[src/rtl/pll_cfg_pkg.sv]
// Shared definitions for the PLL_CORE LMMI reconfiguration master:
// FSM state encoding, completion status codes and a counter sizing helper.
package pll_cfg_pkg;

  typedef enum logic [2:0] {
    IDLE      = 3'd0,
    RD_REQ    = 3'd1,
    RD_WAIT   = 3'd2,
    WR_REQ    = 3'd3,
    PLL_RST   = 3'd4,
    LOCK_WAIT = 3'd5,
    DONE      = 3'd6
  } state_t;

  localparam logic [1:0] ST_OK      = 2'b00;
  localparam logic [1:0] ST_LOCK_TO = 2'b01;
  localparam logic [1:0] ST_RD_TO   = 2'b10;

  // Width of a counter that runs 0 .. limit-1; never narrower than one bit.
  function automatic int cnt_width(input int limit);
    return (limit <= 2) ? 1 : $clog2(limit);
  endfunction

endpackage

[src/rtl/sync_2ff.sv]
// Two-flop synchronizer for asynchronous level inputs, synchronous reset to 0.
module sync_2ff #(
  parameter int WIDTH = 1
) (
  input  logic             i_clk,
  input  logic             i_rst,
  input  logic [WIDTH-1:0] i_d,
  output logic [WIDTH-1:0] o_q
);

  logic [WIDTH-1:0] r_meta;
  logic [WIDTH-1:0] r_sync;

  // Metastability chain: first flop may go metastable, second settles it.
  always_ff @(posedge i_clk) begin
    if (i_rst) begin
      r_meta <= '0;
      r_sync <= '0;
    end else begin
      r_meta <= i_d;
      r_sync <= r_meta;
    end
  end

  assign o_q = r_sync;

endmodule

[src/rtl/pll_lmmi_reconfig.sv]
// LMMI dynamic-reconfiguration master for PLL_CORE. Each host command is a
// masked register update done as read-modify-write (or a plain write when the
// mask covers the whole byte). A command flagged last is followed by a PLL
// reset pulse and a lock wait with timeout; every command ends in one
// done_valid pulse carrying its status.
module pll_lmmi_reconfig
  import pll_cfg_pkg::*;
#(
  parameter int OFFSET_W     = 7,
  parameter int DATA_W       = 8,
  parameter int RST_CYCLES   = 16,
  parameter int LOCK_TIMEOUT = 4096,
  parameter int RD_TIMEOUT   = 64
) (
  input  logic                clk,
  input  logic                rst,
  input  logic                cmd_valid,
  output logic                cmd_ready,
  input  logic [OFFSET_W-1:0] cmd_offset,
  input  logic [DATA_W-1:0]   cmd_mask,
  input  logic [DATA_W-1:0]   cmd_value,
  input  logic                cmd_last,
  output logic                done_valid,
  output logic [1:0]          done_status,
  output logic                lmmi_request,
  output logic                lmmi_wr_rdn,
  output logic [OFFSET_W-1:0] lmmi_offset,
  output logic [DATA_W-1:0]   lmmi_wdata,
  input  logic [DATA_W-1:0]   lmmi_rdata,
  input  logic                lmmi_rdata_valid,
  input  logic                lmmi_ready,
  output logic                pll_rstn,
  input  logic                pll_lock
);

  localparam int RD_CW   = cnt_width(RD_TIMEOUT);
  localparam int RST_CW  = cnt_width(RST_CYCLES);
  localparam int LOCK_CW = cnt_width(LOCK_TIMEOUT);

  localparam logic [RD_CW-1:0]   RD_LAST   = RD_CW'(RD_TIMEOUT - 1);
  localparam logic [RST_CW-1:0]  RST_LAST  = RST_CW'(RST_CYCLES - 1);
  localparam logic [LOCK_CW-1:0] LOCK_LAST = LOCK_CW'(LOCK_TIMEOUT - 1);

  state_t              r_state;
  logic                r_cmd_ready;
  logic                r_done_valid;
  logic [1:0]          r_done_status;
  logic                r_lmmi_request;
  logic                r_lmmi_wr_rdn;
  logic [OFFSET_W-1:0] r_lmmi_offset;
  logic [DATA_W-1:0]   r_lmmi_wdata;
  logic                r_pll_rstn;
  logic [RD_CW-1:0]    r_rd_cnt;
  logic [RST_CW-1:0]   r_rst_cnt;
  logic [LOCK_CW-1:0]  r_lock_cnt;
  logic                r_lock_run;
  logic [DATA_W-1:0]   r_mask;
  logic [DATA_W-1:0]   r_value;
  logic                r_last;

  logic                w_accept;
  logic                w_lock_s;

  // Counters stop at their terminal value instead of wrapping.
  function automatic logic [RD_CW-1:0] sat_inc_rd(input logic [RD_CW-1:0] v);
    return (v == RD_LAST) ? v : v + RD_CW'(1);
  endfunction

  function automatic logic [RST_CW-1:0] sat_inc_rst(input logic [RST_CW-1:0] v);
    return (v == RST_LAST) ? v : v + RST_CW'(1);
  endfunction

  function automatic logic [LOCK_CW-1:0] sat_inc_lock(input logic [LOCK_CW-1:0] v);
    return (v == LOCK_LAST) ? v : v + LOCK_CW'(1);
  endfunction

  // Keep unmasked bits from the target, take masked bits from the command.
  function automatic logic [DATA_W-1:0] rmw_merge(input logic [DATA_W-1:0] rdata,
                                                  input logic [DATA_W-1:0] mask,
                                                  input logic [DATA_W-1:0] value);
    return (rdata & ~mask) | (value & mask);
  endfunction

  sync_2ff #(.WIDTH(1)) u_lock_sync (
    .i_clk (clk),
    .i_rst (rst),
    .i_d   (pll_lock),
    .o_q   (w_lock_s)
  );

  assign w_accept = (r_state == IDLE) && cmd_valid && r_cmd_ready;

  // Capture the command fields used later by the merge and the last-flag branch.
  always_ff @(posedge clk) begin
    if (w_accept) begin
      r_mask  <= cmd_mask;
      r_value <= cmd_value;
      r_last  <= cmd_last;
    end
  end

  // Command sequencer: read, merge, write, optional PLL reset and lock wait.
  always_ff @(posedge clk) begin
    if (rst) begin
      r_state        <= IDLE;
      r_cmd_ready    <= 1'b0;
      r_done_valid   <= 1'b0;
      r_done_status  <= ST_OK;
      r_lmmi_request <= 1'b0;
      r_lmmi_wr_rdn  <= 1'b0;
      r_lmmi_offset  <= '0;
      r_lmmi_wdata   <= '0;
      r_pll_rstn     <= 1'b1;
      r_rd_cnt       <= '0;
      r_rst_cnt      <= '0;
      r_lock_cnt     <= '0;
      r_lock_run     <= 1'b0;
    end else begin
      case (r_state)
        IDLE: begin
          r_cmd_ready <= 1'b1;
          if (w_accept) begin
            r_cmd_ready    <= 1'b0;
            r_lmmi_request <= 1'b1;
            r_lmmi_offset  <= cmd_offset;
            if (&cmd_mask) begin
              r_lmmi_wr_rdn <= 1'b1;
              r_lmmi_wdata  <= cmd_value;
              r_state       <= WR_REQ;
            end else begin
              r_lmmi_wr_rdn <= 1'b0;
              r_state       <= RD_REQ;
            end
          end
        end
        RD_REQ: begin
          if (lmmi_ready) begin
            r_lmmi_request <= 1'b0;
            r_rd_cnt       <= '0;
            r_state        <= RD_WAIT;
          end
        end
        RD_WAIT: begin
          if (lmmi_rdata_valid) begin
            r_lmmi_request <= 1'b1;
            r_lmmi_wr_rdn  <= 1'b1;
            r_lmmi_wdata   <= rmw_merge(lmmi_rdata, r_mask, r_value);
            r_state        <= WR_REQ;
          end else if (r_rd_cnt == RD_LAST) begin
            r_done_status <= ST_RD_TO;
            r_done_valid  <= 1'b1;
            r_state       <= DONE;
          end else begin
            r_rd_cnt <= sat_inc_rd(r_rd_cnt);
          end
        end
        WR_REQ: begin
          if (lmmi_ready) begin
            r_lmmi_request <= 1'b0;
            if (r_last) begin
              r_pll_rstn <= 1'b0;
              r_rst_cnt  <= '0;
              r_state    <= PLL_RST;
            end else begin
              r_done_status <= ST_OK;
              r_done_valid  <= 1'b1;
              r_state       <= DONE;
            end
          end
        end
        PLL_RST: begin
          if (r_rst_cnt == RST_LAST) begin
            r_pll_rstn <= 1'b1;
            r_lock_cnt <= '0;
            r_lock_run <= 1'b0;
            r_state    <= LOCK_WAIT;
          end else begin
            r_rst_cnt <= sat_inc_rst(r_rst_cnt);
          end
        end
        LOCK_WAIT: begin
          // Lock is believed only after two consecutive synchronized highs.
          r_lock_run <= w_lock_s;
          if (w_lock_s && r_lock_run) begin
            r_done_status <= ST_OK;
            r_done_valid  <= 1'b1;
            r_state       <= DONE;
          end else if (r_lock_cnt == LOCK_LAST) begin
            r_done_status <= ST_LOCK_TO;
            r_done_valid  <= 1'b1;
            r_state       <= DONE;
          end else begin
            r_lock_cnt <= sat_inc_lock(r_lock_cnt);
          end
        end
        DONE: begin
          r_done_valid <= 1'b0;
          r_cmd_ready  <= 1'b1;
          r_state      <= IDLE;
        end
        default: r_state <= IDLE;
      endcase
    end
  end

  assign cmd_ready    = r_cmd_ready;
  assign done_valid   = r_done_valid;
  assign done_status  = r_done_status;
  assign lmmi_request = r_lmmi_request;
  assign lmmi_wr_rdn  = r_lmmi_wr_rdn;
  assign lmmi_offset  = r_lmmi_offset;
  assign lmmi_wdata   = r_lmmi_wdata;
  assign pll_rstn     = r_pll_rstn;

endmodule
[config.mk]
export PLATFORM = sky130hd
export DESIGN_NAME = pll_lmmi_reconfig
export DESIGN_NICKNAME = d
export VERILOG_FILES = /design/src/rtl/pll_cfg_pkg.sv /design/src/rtl/sync_2ff.sv /design/src/rtl/pll_lmmi_reconfig.sv
export SDC_FILE = /design/constraint.sdc
export NUM_CORES = 1
export LEC_CHECK = 0
export ABC_AREA = 1
export CELL_PAD_IN_SITES_DETAIL_PLACEMENT = 1
export CELL_PAD_IN_SITES_GLOBAL_PLACEMENT = 2
export CORE_MARGIN = 2
export CORE_UTILIZATION = 26
export DETAILED_ROUTE_END_ITERATION = 7
export PLACE_DENSITY_LB_ADDON = 0.1
export SKIP_LAST_GASP = 1
export SLEW_MARGIN = 20
export SYNTH_ARGS = -nofsm -noshare
export SYNTH_HDL_FRONTEND = slang
export SYNTH_HIERARCHICAL = 1
export SYNTH_SLANG_ARGS = --single-unit
[constraint.sdc]
create_clock -name clk -period 1.5 [get_ports clk]
set_input_delay 0.15 -clock clk [delete_from_list [all_inputs] [get_ports clk]]
set_output_delay 0.15 -clock clk [all_outputs]
set_load 0.005 [all_outputs]
Word level (Yosys, flattened, before mapping)
Index checks and enable logic that the tools add are counted.

$add $sub $neg: 3. Reduce and logical (&&, ||, !) cells: 26. Bitwise gates (word level): 4. Equal/unequal tests: 26. Mux-type cells: 56.

Operator list (number): two-way mux 12 bit (3); inequality test 2 bit, second input constant (13); two-way mux 3 bit (8); two-way mux 8 bit (3); one-hot mux 12 bit (2 select lines) (1); AND reduction 4 bit (6); two-way mux 6 bit (3); one-hot mux 3 bit (6 select lines) (1); AND reduction 6 bit (3); AND 8 bit (2); two-way mux 1 bit (16); two-way mux 2 bit (8); one-hot mux 8 bit (2 select lines) (1); adder 12 x 1 -> 12 bit, second input constant (1); equality test 12 bit, second input constant (1); two-way mux 4 bit (3); one-hot mux 6 bit (2 select lines) (1); nonzero test 2 bit (5); equality test 3 bit, second input constant (3); inverter 8 bit (1); bitwise OR 8 bit (1); one-hot mux 1 bit (2 select lines) (4); one-hot mux 4 bit (2 select lines) (1); AND reduction 8 bit (1); 18 further kinds (25).

Word-level logic and storage cells: 133. Register bits: 67.

Longest topological paths before layout
Depth in word-level cells: 5. Gate-level depth with buffers: 11.

Cells and area by module
Netlist, hierarchy kept.

Modules (own cells, without submodules): pll_lmmi_reconfig (instances 1, cells an instance 416, area each 3118.0 µm²); sync_2ff (instances 1, cells an instance 6, area each 55.1 µm²).

Worst setup path after synthesis
OpenSTA, ideal clock, no wires.

Path kind: reg-to-reg. Start: reg r_state[0]. End: reg r_lmmi_wdata[0] (netlist: lmmi_wdata[0]). Setup time: 0.116 ns. Clock period less this slack: 1.704 ns. Path slack: -0.204 ns. Arrival time: 1.588 ns. Stages on the path, launching flop included: 11. Buffers on the path: 0. Path through: dfxtp_1 -> inv_2 -> nand2_1 -> nor2_1 -> inv_1 -> nor2_4 -> inv_2 -> nand2_2 -> nand2_4 -> o21ai_0 -> nor2_1.

Longest elaborated chain between the ends: 5. Elaborated cells between the ends (all ways): 10. Those cells by class: eq/ne (4); mux (1); reduce/logical (5).

Ends and longest elaborated chain: from (decl) (line pll_lmmi_reconfig.sv:44) `state_t r_state;`; from (signal assigned) (line pll_lmmi_reconfig.sv:105) `r_state <= IDLE;`; from (signal assigned) (line pll_lmmi_reconfig.sv:129) `r_state <= WR_REQ;`; from (signal assigned) (line pll_lmmi_reconfig.sv:132) `r_state <= RD_REQ;`; logical NOT 3 bit (line pll_lmmi_reconfig.sv:91) `assign w_accept = (r_state == IDLE) && cmd_valid && r_cmd_ready;`; logical AND 1 bit (2 in series) (line pll_lmmi_reconfig.sv:91); named net w_accept (line pll_lmmi_reconfig.sv:61) `logic w_accept;`; inequality test 2 bit (no source line); AND reduction 4 bit (no source line); to (signal assigned) (line pll_lmmi_reconfig.sv:128) `r_lmmi_wdata <= cmd_value;`; to (signal assigned) (line pll_lmmi_reconfig.sv:147) `r_lmmi_wdata <= rmw_merge(lmmi_rdata, r_mask, r_value);`; to (decl) (line pll_lmmi_reconfig.sv:51) `logic [DATA_W-1:0] r_lmmi_wdata;`.

The timed path passes the listed nets, and every way through them passes these cells. A chain may end at the register's enable or synchronous reset.

Final worst setup path
Start: reg r_state[1]. End: reg r_lock_cnt[4].

Longest elaborated chain between the ends: 3. Elaborated cells between the ends (all ways): 8. Those cells by class: eq/ne (5); mux (1); reduce/logical (2).

Ends and longest elaborated chain: equality test 3 bit (line pll_lmmi_reconfig.sv:119) `case (r_state)`; inequality test 2 bit (no source line) or nonzero test 2 bit (tied branches); AND reduction 4 bit (no source line); to (signal assigned) (line pll_lmmi_reconfig.sv:193) `r_lock_cnt <= sat_inc_lock(r_lock_cnt);`; to (decl) (line pll_lmmi_reconfig.sv:55) `logic [LOCK_CW-1:0] r_lock_cnt;`.

Several ways; a longest one is shown, not always the timed one.

==> metrics.yaml <==
outcome: "finished, final reports clean"
path_clk_slew_ns: 0.06
antenna_left: 0
core-area_mm2: 0.0120
die_area_mm2: 0.0131
power_frac_comb: 0.310
timing_hold_violations_final: 0
end_kind: "register"
timing.critical_path.from: "r_state[1]"
antenna_found_initial: 0
holdPathEnd: "u_lock_sync/r_meta"
dpl-instance-area_mm2: 0.00428
area_growth_pct: 54.3
synth.area.top_cells: "dfxtp_1 32%, edfxtp_1 16%, nand2_1 13%, nor2_1 7.8%, inv_1 4.3%"
switching_power_w: 0.00190
power_frac_seq: 0.367
yosysSeqAreaShare: 0.476
cts_hold_buf: 0
min_from: "pll_lock"
grt_start_max_net_pins: 25
rsz0062_at_grt: "true"
required_ns: 1.77
grt_pass1_vias: 3210
synth_fp_nets: 463
wl_per_cell_um: 13.9
cp_slowest_cell: "dfxtp_4"
drt_iter0_drc: 71
slew_violations: 0
netlist_area_mm2: 0.00317
io_pins: 60
start_util: 0.265
first_pass_iters: 4
rr_worst_depth: 9
clock_sinks: 67
slew_headroom: 0.773
finalSetupTns_ns: 0
yosysMostFrequentCell: "nand2_1"
cts_tree: "yes"
netlist.top_cell.by_area: "dfxtp_1"
grtUsageTotal: 0.150
synth_top_area_share: 0.315
tightest_slew_ns: 0.337
yosys_warnings: 6
r2r_end: "r_lock_cnt[4]"
whs_path_depth: 3
htree_num_levels: 3
start_kind: "register"
ys_top_cells_by_count: "114 x nand2_1, 66 x nor2_1, 50 x dfxtp_1"
die_h_um: 114
postSynthCellCount: 422
r2r_slack_ns: 0.008
p_int_w: 0.00423
drive_above_1_share: 0.283
fin_nets: 583
clock_path_buffers: 2
viasPerCell: 4.41
cp_slowest_stage_delay_ns: 0.37
cts_made_buffers: 9
diodes: 0
post-route-period-util: 0.994
hold_class: "in2reg"
clockPowerShare: 0.323
stdcell_area_mm2: 0.00489
grt_pass1_wl_um: 15300
clock.fmax_ghz: 0.670
switching_share: 0.310
post-dp-hpwl_um: 7110
synth_cell_types: 31
fillCellCount: 1454
insertion_delay_ns: 0.34
routed_wirelength_um: 9650
grt_overflow_total: 0
drc: 0
crit_fanout: 5
peakVddDrop_mv: 0.420
die_w_um: 114
rows: 40
synth_seq_cells: 67
place.gp.congestion: 0.785
setup_viol: 0
powerDensity_mw_per_mm2: 1250
numPortBuffers: 59
synth.avg_cell_area_um2: 7.52
p_total_w: 0.00613
crit_chain: "buf_6 > nor2_4 > nand2_2 > nor2_4 > nand2_2 > nand2_4 > clkbuf_16 > nand3b_1 > a21oi_2"
async_flop_share: 0
p_leak_nw: 2.05
arrival_ns: 1.76
cap_viol_max_count: 0
fin_crit_ns: 1.49
via_count: 3064
root_buffer: "clkbuf_16"
synth_edf_count: 17
critical_path_class: "reg2reg"
worst_clock_skew_ns: 0.00947
r2r-start: "r_state[1]"
dominantRegCellSynth: "dfxtp_1"
## placed cells by master, fill, tap and decap left out, types with 11 or more instances in the layout
| cell | instances |
|---|---|
| nor2_1 | 60 |
| buf_4 | 49 |
| nand3_1 | 15 |
| clkbuf_16 | 11 |
| inv_1 | 32 |
| edfxtp_1 | 17 |
| a21oi_1 | 19 |
| nand2_2 | 20 |
| clkdlybuf4s50_1 | 59 |
| o21ai_0 | 19 |
| dfxtp_1 | 42 |
| nand2_1 | 98 |
## final cells by class
class	instances	area, um2	area share
flip-flops and latches	67	1530	0.312
repair buffers	116	1090	0.223
inverters	45	181	0.0371
well taps	147	184	0.0376
clock inverters	2	12.5	0.00256
multi-input cells	303	1630	0.334
clock buffers	14	264	0.0539
## critical path: cells and delay by family (launching register included)
kind / cells / cell delay (ns)
buf+inv: 2 / 0.28
flops: 1 / 0.37
compound gates: 1 / 0.15
simple gates: 6 / 0.61
## state kept, by name, summed over array words and instances, names as in the netlist, 2 cells and up
register,cells
r_mask,8
done_status,2
r_rd_cnt,6
r_rst_cnt,4
r_value,8
r_state,3
r_lock_cnt,12
lmmi_offset,7
lmmi_wdata,8
## stage by stage
stage          std cells  worst slack (ns)  hold slack [ns]   util
2_1_floorplan        422            -0.169            0.219      -
3_3_place_gp         667           -0.0624            0.395  0.358
3_5_place_dp         667            -0.101            0.399  0.358
4_1_cts              685          -0.00789            0.327  0.383
5_1_grt              694           -0.0698            0.342  0.409
6_report             694           0.00830            0.338  0.409
## metal layers
| layer | track usage | part of all wire |
|---|---|---|
| met1 | 0.187 | 0.47 |
| met3 | 0.0296 | 0.035 |
| met5 | 0 | 0 |
| met4 | 0.0659 | 0.017 |
| met2 | 0.252 | 0.47 |
## timing repair
item | 4_1_cts | 5_1_grt
resized for setup | 5 | 60
cloned | 0 | 3
hold endpoints to repair | 0 | 0
setup endpoints to repair | 18 | 34
pin swaps | 2 | 23
buffers inserted | 2 | 6
## cell families (layout without fill, tap and decap cells)
group / count (synthesis) / count (layout) / synth area share
adders and majority gates: 3 / 3 / 0.0118
AOI/OAI and AO/OA: 57 / 57 / 0.0942
DFF: 67 / 67 / 0.476
xor gates and xnor gates: 4 / 4 / 0.0110
buffers and inverters: 52 / 177 / 0.0706
and+or+nand+nor: 239 / 239 / 0.336
## worst max-delay path by stage
stage / slack, ns / cells after the start / endpoint
after floorplan: -0.17 / 10 / lmmi_wdata[0]
after global placement: -0.06 / 8 / lmmi_wdata[5]
after detailed placement: -0.10 / 10 / r_lock_cnt[7]
after CTS: -0.008 / 10 / r_lock_cnt[7]
after global routing: -0.07 / 9 / r_lock_cnt[4]
final: 0.008 / 9 / r_lock_cnt[4]
## power groups by stage
stage               Clock [W]  Sequential [W]  Combinational, W
floorplan                   0         0.00227          0.000858
global placement            0         0.00227           0.00176
detailed placement          0         0.00228           0.00178
CTS                   0.00207         0.00224           0.00178
global route          0.00213         0.00228           0.00212
finish                0.00198         0.00225           0.00190
Power figures use the tool's default switching activity.
